$ cat src/rtl/sep_blur_engine.sv
// Separable binomial blur: a horizontal pass fills a KSIZE-row line buffer, then a
// vertical pass produces one blurred row of COLS pixels per accepted padded input row.
module sep_blur_engine #(
    parameter int PIX_W = 8,
    parameter int COLS  = 16,
    parameter int KSIZE = 5,
    parameter int LANES = 2
) (
    input  logic                            clk,
    input  logic                            n_rst,
    input  logic [(COLS+KSIZE-1)*PIX_W-1:0] row_in,
    input  logic                            row_valid,
    output logic                            row_ready,
    input  logic                            frame_start,
    input  logic                            bypass,
    output logic [COLS*PIX_W-1:0]           out_row,
    output logic                            out_valid,
    input  logic                            out_ready
);

    localparam int N      = COLS / LANES;
    localparam int S      = (KSIZE == 3) ? 2 : 4;
    localparam int P      = (KSIZE - 1) / 2;
    localparam int IN_PIX = COLS + KSIZE - 1;
    localparam int ACC_W  = PIX_W + S + 1;
    localparam int RND    = 1 << (S - 1);
    localparam int IDX_W  = (N > 1) ? $clog2(N) : 1;
    localparam int COL_W  = (COLS > 1) ? $clog2(COLS) : 1;

    typedef enum logic [1:0] {IDLE, HPASS, VPASS, HOLD} state_t;

    function automatic logic [ACC_W-1:0] coef(input int k);
        if (KSIZE == 3) begin
            return (k == 1) ? ACC_W'(2) : ACC_W'(1);
        end
        case (k)
            1, 3:    return ACC_W'(4);
            2:       return ACC_W'(6);
            default: return ACC_W'(1);
        endcase
    endfunction

    state_t                   state_reg, state_next;
    logic [IDX_W-1:0]         idx_reg;
    logic [IDX_W-1:0]         wr_idx_reg;
    logic [IN_PIX*PIX_W-1:0]  in_reg;
    logic                     fs_reg;
    logic                     byp_reg;
    logic                     vp_reg;
    logic                     out_valid_reg;
    logic [PIX_W-1:0]         line_mem [KSIZE][COLS];
    logic [PIX_W-1:0]         rd_reg [KSIZE][LANES];
    logic [PIX_W-1:0]         byp_rd_reg [LANES];
    logic [PIX_W-1:0]         out_pix_reg [COLS];
    logic [PIX_W-1:0]         h_lane [LANES];
    logic [PIX_W-1:0]         v_lane [LANES];
    logic [COL_W-1:0]         lane_col [LANES];
    logic [COL_W-1:0]         lane_wcol [LANES];

    logic accept;
    logic last_idx;
    logic h_write;
    logic v_read;

    // ---------------- FSM: state register ----------------
    always_ff @(posedge clk) begin
        if (!n_rst) begin
            state_reg <= IDLE;
        end else begin
            state_reg <= state_next;
        end
    end

    // ---------------- FSM: next state ----------------
    always_comb begin
        state_next = state_reg;
        case (state_reg)
            IDLE:    if (row_valid) state_next = HPASS;
            HPASS:   if (last_idx) state_next = VPASS;
            VPASS:   if (last_idx) state_next = HOLD;
            HOLD:    if (out_valid_reg && out_ready) state_next = IDLE;
            default: state_next = IDLE;
        endcase
    end

    // ---------------- FSM: outputs ----------------
    always_comb begin
        row_ready = (state_reg == IDLE);
        accept    = (state_reg == IDLE) && row_valid;
        h_write   = (state_reg == HPASS) && !byp_reg;
        v_read    = (state_reg == VPASS);
    end

    assign last_idx  = (idx_reg == IDX_W'(N - 1));
    assign out_valid = out_valid_reg;

    // Lane index walks 0..N-1 through each pass and rests at 0 otherwise.
    always_ff @(posedge clk) begin
        if (!n_rst) begin
            idx_reg <= '0;
        end else if (state_reg == HPASS || state_reg == VPASS) begin
            idx_reg <= last_idx ? '0 : idx_reg + 1'b1;
        end else begin
            idx_reg <= '0;
        end
    end

    always_ff @(posedge clk) begin
        if (!n_rst) begin
            in_reg  <= '0;
            fs_reg  <= 1'b0;
            byp_reg <= 1'b0;
        end else if (accept) begin
            in_reg  <= row_in;
            fs_reg  <= frame_start;
            byp_reg <= bypass;
        end
    end

    // Line buffer: row 0 is the newest horizontally filtered row.
    always_ff @(posedge clk) begin
        if (!n_rst) begin
            for (int r = 0; r < KSIZE; r++) begin
                for (int c = 0; c < COLS; c++) begin
                    line_mem[r][c] <= '0;
                end
            end
        end else if (accept && !bypass) begin
            for (int r = KSIZE - 1; r > 0; r--) begin
                for (int c = 0; c < COLS; c++) begin
                    line_mem[r][c] <= line_mem[r-1][c];
                end
            end
        end else if (h_write) begin
            for (int l = 0; l < LANES; l++) begin
                for (int r = 0; r < KSIZE; r++) begin
                    if (r == 0 || fs_reg) begin
                        line_mem[r][lane_col[l]] <= h_lane[l];
                    end
                end
            end
        end
    end

    // Registered read of the line buffer; the result lands one cycle later.
    always_ff @(posedge clk) begin
        if (v_read) begin
            for (int l = 0; l < LANES; l++) begin
                for (int r = 0; r < KSIZE; r++) begin
                    rd_reg[r][l] <= line_mem[r][lane_col[l]];
                end
                byp_rd_reg[l] <= in_reg[(int'(lane_col[l]) + P) * PIX_W +: PIX_W];
            end
        end
    end

    always_ff @(posedge clk) begin
        if (!n_rst) begin
            vp_reg     <= 1'b0;
            wr_idx_reg <= '0;
        end else begin
            vp_reg     <= v_read;
            wr_idx_reg <= idx_reg;
        end
    end

    always_ff @(posedge clk) begin
        if (!n_rst) begin
            for (int c = 0; c < COLS; c++) begin
                out_pix_reg[c] <= '0;
            end
        end else if (vp_reg) begin
            for (int l = 0; l < LANES; l++) begin
                out_pix_reg[lane_wcol[l]] <= byp_reg ? byp_rd_reg[l] : v_lane[l];
            end
        end
    end

    // The last read drains on the first HOLD edge, so valid rises one edge into HOLD.
    always_ff @(posedge clk) begin
        if (!n_rst) begin
            out_valid_reg <= 1'b0;
        end else if (state_reg == HOLD && vp_reg) begin
            out_valid_reg <= 1'b1;
        end else if (state_reg == HOLD && out_ready) begin
            out_valid_reg <= 1'b0;
        end
    end

    genvar gi;
    generate
        for (gi = 0; gi < LANES; gi++) begin : g_lane
            logic [ACC_W-1:0] h_acc;
            logic [ACC_W-1:0] v_acc;

            assign lane_col[gi]  = COL_W'(int'(idx_reg) * LANES + gi);
            assign lane_wcol[gi] = COL_W'(int'(wr_idx_reg) * LANES + gi);

            always_comb begin
                h_acc = ACC_W'(RND);
                for (int k = 0; k < KSIZE; k++) begin
                    h_acc = h_acc + coef(k) *
                            ACC_W'(in_reg[(int'(lane_col[gi]) + k) * PIX_W +: PIX_W]);
                end
            end

            always_comb begin
                v_acc = ACC_W'(RND);
                for (int r = 0; r < KSIZE; r++) begin
                    v_acc = v_acc + coef(r) * ACC_W'(rd_reg[r][gi]);
                end
            end

            assign h_lane[gi] = PIX_W'(h_acc >> S);
            assign v_lane[gi] = PIX_W'(v_acc >> S);
        end

        for (gi = 0; gi < COLS; gi++) begin : g_out
            assign out_row[gi*PIX_W +: PIX_W] = out_pix_reg[gi];
        end
    endgenerate

endmodule

$ cat config.mk
export PLATFORM = sky130hd
export DESIGN_NAME = sep_blur_engine
export DESIGN_NICKNAME = d
export VERILOG_FILES = /design/src/rtl/sep_blur_engine.sv
export SDC_FILE = /design/constraint.sdc
export NUM_CORES = 2
export LEC_CHECK = 0
export CORE_MARGIN = 5
export CORE_UTILIZATION = 49
export DETAILED_ROUTE_END_ITERATION = 6
export MAX_ROUTING_LAYER = met4
export PLACE_DENSITY_LB_ADDON = 0.12
export SLEW_MARGIN = 0
export SYNTH_ARGS = -nofsm -noshare
export SYNTH_HDL_FRONTEND = slang
export SYNTH_SLANG_ARGS = --single-unit
$ cat constraint.sdc
create_clock -name clk -period 8.8 [get_ports clk]
set_input_delay 2.64 -clock clk [delete_from_list [all_inputs] [get_ports clk]]
set_output_delay 2.64 -clock clk [all_outputs]
set_load 0.02 [all_outputs]
Yosys cells after proc, flatten, opt, wreduce, memory -nomap -nowiden
Memory sizes are Yosys's and may differ from the RTL's.
Index checks and enable logic that the tools add are counted.
{ "totals": {"out_inout_bits": 130, "latchBits": 0, "rom_bits": 0, "register_bits": 172, "ram_bits": 864, "word_cells": 2846, "memories": 4} }
{ "classes": {"n_shift": 10, "n_div": 0, "n_lt_le_gt_ge": 4, "n_eq_ne": 8, "bitwise": 1348, "addsub": 30, "n_reduce_logical": 17, "n_mux": 1413, "multipliers": 4} }
{ "memory_table": {"columns": ["memory", "depth", "width", "rd", "rd_clocked_by_memory_dff", "write_ports", "line_no", "source"], "rows": [
  ["line_mem", 5, 128, 5, 0, 5, "51", "logic [PIX_W-1:0] line_mem [KSIZE][COLS];"],
  ["out_pix_reg", 16, 8, 16, 0, 16, "54", "logic [PIX_W-1:0] out_pix_reg [COLS];"],
  ["rd_reg", 5, 16, 5, 0, 5, "52", "logic [PIX_W-1:0] rd_reg [KSIZE][LANES];"],
  ["byp_rd_reg", 2, 8, 2, 0, 2, "53", "logic [PIX_W-1:0] byp_rd_reg [LANES];"]
]} }
{ "op_table": {"columns": ["cell", "n"], "rows": [
  ["$or A1 B1 Y1", 1344],
  ["$mux W1", 1300],
  ["$shiftx A160 B9 Y8", 7],
  ["$mux W8", 90],
  ["$mux W128", 4],
  ["$bmux W8 S4", 10],
  ["$shiftx A160 B8 Y8", 2],
  ["$shiftx A160 B32 Y8", 1],
  ["$demux W8 S4", 2],
  ["$add A11 B11 Y12", 4],
  ["$add A12 B10 Y12", 4],
  ["$add A12 B8 Y12", 4],
  ["$add A9 B10 Y11", 4],
  ["$mul A2 B8 Y10 const A", 4],
  ["$add A4 B8 Y9 const A", 4],
  ["$add A4 B2 Y5 const B", 4],
  ["$reduce_or A8 Y1", 2],
  ["$add A4 B1 Y5 const B", 2],
  ["$add A4 B3 Y5 const B", 2],
  ["$ge A5 B5 Y1 const B", 2],
  ["$lt A5 B1 Y1 const B", 2],
  ["$not A4 Y5", 2],
  ["$logic_and A1 B1 Y1", 8],
  ["$mux W2", 4],
  ["other kinds (15)", 22]
]} }

Longest topological paths before layout
{ "logic_depth": {"word_depth": 9, "depth_mapped": 33} }

Least setup slack after synthesis
Ideal clock, no wire load.
{ "synth_path": {"kind": "register -> register", "from": "register idx_reg[2]", "to": "memory line_mem[0][207] in the netlist's numbering (data pin)", "slack_ps": 2038, "stages_incl_launch_ff": 25, "t_arrival_ps": 6509, "required_ps": 8546, "synth_period_minus_slack_ps": 6762, "path_cell_list": "dfxtp_1 > buf_4 > inv_1 > nor3_1 > clkbuf_1 > buf_1 > a22oi_1 > o21ai_0 > ha_1 > fa_1 > fa_1 > inv_1 > fa_1 > fa_1 > and3b_1 > nand2_1 > fa_1 > nor2b_1 > o21ai_0 > a21oi_1 > o41ai_1 > xnor2_1 > clkbuf_1 > nor2_1 > a21o_1"} }
{ "synth_rtl": {"columns": ["item", "line_no", "source"], "rows": [
  ["start, declared", "44", "logic [IDX_W-1:0] idx_reg;"],
  ["start signal, assigned", "102", "idx_reg <= last_idx ? '0 : idx_reg + 1'b1;"],
  ["end, declared", "51", null]
]} }

==> impl_metrics.toml <==
[run_status]
status = "finished with violations"
violations = "capacitance limit, slew limit"

[routing]
antenna_left = 0
vias = 38100
routedWlPerCell_um = 29.1
viasPerCell = 6.12
drt-pass1-iter-count = 7
drtIter0Drc = 5886
drc = 0
drt_wl_total_um = 182000

[worst_hold_path]
worstHoldPathType = "reg2reg"
whs_path_depth = 2

[logic_synthesis]
postSynth.asyncResetShare_pct = 0
synth_flop_cell = "edfxtp_1"
yosysMostFrequentCell = "nand2_1"
synth_top_area_share_pct = 51.7
synth_area_um2 = 50100
synthCells = 4545
synth_seq_cells = 1036
syn_area_per_cell_um2 = 11.0
syn_nets = 4909
synth_edf_count = 864
synth_common_cells = "1159 x nand2_1, 864 x edfxtp_1, 380 x nor2_1"
synth_seq_area_share_pct = 58.6
ys_warn_count = 0
synth_top_cell_by_area = "edfxtp_1"
synth.area.top_cells = "edfxtp_1 52%, nand2_1 8.7%, dfxtp_1 6.9%, a22oi_1 4.1%, fa_1 3.8%"
synthDistinctLibCells = 62

[place]
dp_cells = 6028
port_buffers = 295
hpwl_um = 121000
dp_worst_setup_slack_ns = 1.51
place.gp.congestion = 0.982

[clock_network]
tritoncts = "built"
cts.sinks = 1036
insertion_delay_ns = 0.71
cts_setup_buffers = 0
cts.reportedPaths.clkPinSlew_ns = 0.06
holdBufCountCts = 0
root_buffer = "clkbuf_16"
htreeDepth = 3
cts-resized-gates = 0
clock_path_buffers = 3
cts_buffers = 108

[critical_path]
cp_num_cells = 22
cp_slowest_stage_delay_ns = 0.68
path_cells = "buf_4 > nor3_2 > a22o_1 > a221oi_1 > o21a_1 > inv_1 > ha_1 > fa_1 > a21o_1 > a21oi_1 > xnor2_1 > fa_1 > fa_1 > fa_1 > inv_1 > ha_1 > nand2_1 > or3_1 > o21ai_1 > xnor2_2 > buf_4 > o21ai_0"
crit_arrival_ns = 7.87
critPathCaptureType = "flip-flop"
worst-path-buf-inv = 4
slowest_stage = "dfxtp_4"
worst-setup-path-type = "reg2reg"
cp.required_ns = 9.22
path_delay_family = "adder cells"
reg2reg_depth = 22
crit_fanout = 40
setup.worst_path.start_class = "flip-flop"
path_common_cell = "fa_1"

[pwr]
swShare_pct = 49.9
leakagePower_nw = 23.8
seq_power_share_pct = 26.4
p_comb_share_pct = 55.2
cell_internal_pwr_mw = 12.8
switchingPower_mw = 12.7
ir_drop_mv = 1.10
clock_power_share_pct = 18.4
power_mw = 25.5
p_per_area_nw_per_um2 = 437

[floorplan]
core_region_area_um2 = 102000
rows = 117
fp.dieH_um = 330
die-area_um2 = 109000
io-pin-count = 296
die_x_um = 330
start_util_pct = 49.3

[cells_and_area]
nFillCells = 8565
final_cell_count_no_fill = 6230
largest_reg_flops = 640
drive_gt1_share_pct = 7.86
register_area_um2 = 29400
area_growth_pct = 16.4
multi_input_area_um2 = 19100
final_nets = 5134

[sta]
period_needed_ns = 7.45
period_share_pct = 84.7
tns_ns = 0
rsz0062_at_grt = "false"
setup_ws_ns = 1.35
hold_viol_final = 0
worst_pin_slew_ns = 1.52
slew_viol_final = 3
relSlewSlack_pct = -2.24
final-setup-viol-count = 0
fin_skew_ns = 0.0259
max_freq_ghz = 0.134

[run]
maxCapViolations = 1

[grt]
grt_usage_pct = 33.8
grt_pass1_vias = 36400
grt_pass1_wl_um = 258000
grt_antenna_before_repair = 2
grt_max_degree = 127
grt-ovfl-total = 0
-- cell type report --
cell class                      instances  share of cell area, %
Timing Repair Buffer                  396                   6.55
Multi-Input combinational cell       3035                   32.7
Clock buffer                          136                   4.99
Clock inverter                         64                   1.20
Antenna cell                            2                0.00857
Tap cell                             1368                   2.93
Sequential cell                      1036                   50.4
Inverter                              193                   1.24
-- metrics by stage --
step,utilization [%],instance area (µm²),hold WS (ns)
2_1_floorplan,-,50100,0.440
3_3_place_gp,53.8,54800,0.454
3_5_place_dp,53.8,54800,0.464
4_1_cts,57.4,58400,0.472
5_1_grt,57.4,58400,0.499
6_report,57.4,58400,0.471
-- worst register-to-register path, cell delays in order, from the launching register on --
cell and delay, ns:
dfxtp_4 0.68, buf_4 0.52, nor3_2 0.21, a22o_1 0.28, a221oi_1 0.24, o21a_1 0.30
inv_1 0.16, ha_1 0.24, fa_1 0.41, a21o_1 0.18, a21oi_1 0.22, xnor2_1 0.13
fa_1 0.48, fa_1 0.50, fa_1 0.49, inv_1 0.05, ha_1 0.37, nand2_1 0.09
or3_1 0.35, o21ai_1 0.42, xnor2_2 0.21, buf_4 0.42, o21ai_0 0.20
-- power by group through the flow --
| stage | Clock (mW) | Combinational (mW) | Sequential (mW) |
|---|---|---|---|
| finish | 4.69 | 14.1 | 6.73 |
| global route | 4.92 | 15.0 | 6.78 |
| CTS | 4.73 | 14.0 | 6.71 |
| detailed placement | 0 | 13.9 | 6.81 |
| global placement | 0 | 13.9 | 6.79 |
| floorplan | 0 | 8.24 | 6.57 |
-- cell families (layout without fill, tap and decap cells) --
family                     after synthesis  count (layout)  synth area share [%]
AOI/OAI and AO/OA                      966             966                  13.7
other                                    0               2                     0
adders and majority gates              198             198                  6.38
muxes                                  124             124                  3.38
and+or+nand+nor                       1693            1693                  13.4
DFF                                   1036            1036                  58.6
buffers and inverters                  474             789                  3.61
xor gates and xnor gates                54              54                 0.943
-- metal layers --
layer | global-route usage (%) | vias to the layer above | part of all wire (%)
met5 | - | - | 0
met4 | 13.3 | 0 | 4.7
met3 | 7.71 | 456 | 12
met2 | 50.1 | 2456 | 45
met1 | 45.7 | 18600 | 39
li1 | - | 16600 | -
-- cells in the final DEF (no fill, tap or decap), types with 14 or more instances in the layout --
cell / count
mux2i_1: 67
edfxtp_1: 864
nand4_1: 58
o21ai_0: 169
a21o_1: 161
xor2_1: 20
inv_1: 191
clkbuf_16: 110
clkdlybuf4s50_1: 294
clkinv_1: 17
dfxtp_1: 169
clkinv_2: 23
nand3_1: 16
a21boi_0: 164
a221oi_1: 45
mux4_2: 33
xnor2_1: 31
buf_4: 93
clkbuf_1: 20
a22oi_1: 276
mux2_2: 22
nor2b_1: 17
a21oi_1: 55
ha_1: 101
nand2_2: 20
nand2_1: 1137
and2_1: 14
fa_1: 96
nor2_1: 373
-- final timing paths --
path	slack, ns	from	to
max	1.35	idx_reg[1]	line_mem[0][524]
max reg2reg	1.35	idx_reg[1]	line_mem[0][524]
min reg2reg	0.47	in_reg[148]	in_reg[148]
min	0.47	in_reg[148]	in_reg[148]
(Power assumes the default switching activity.)
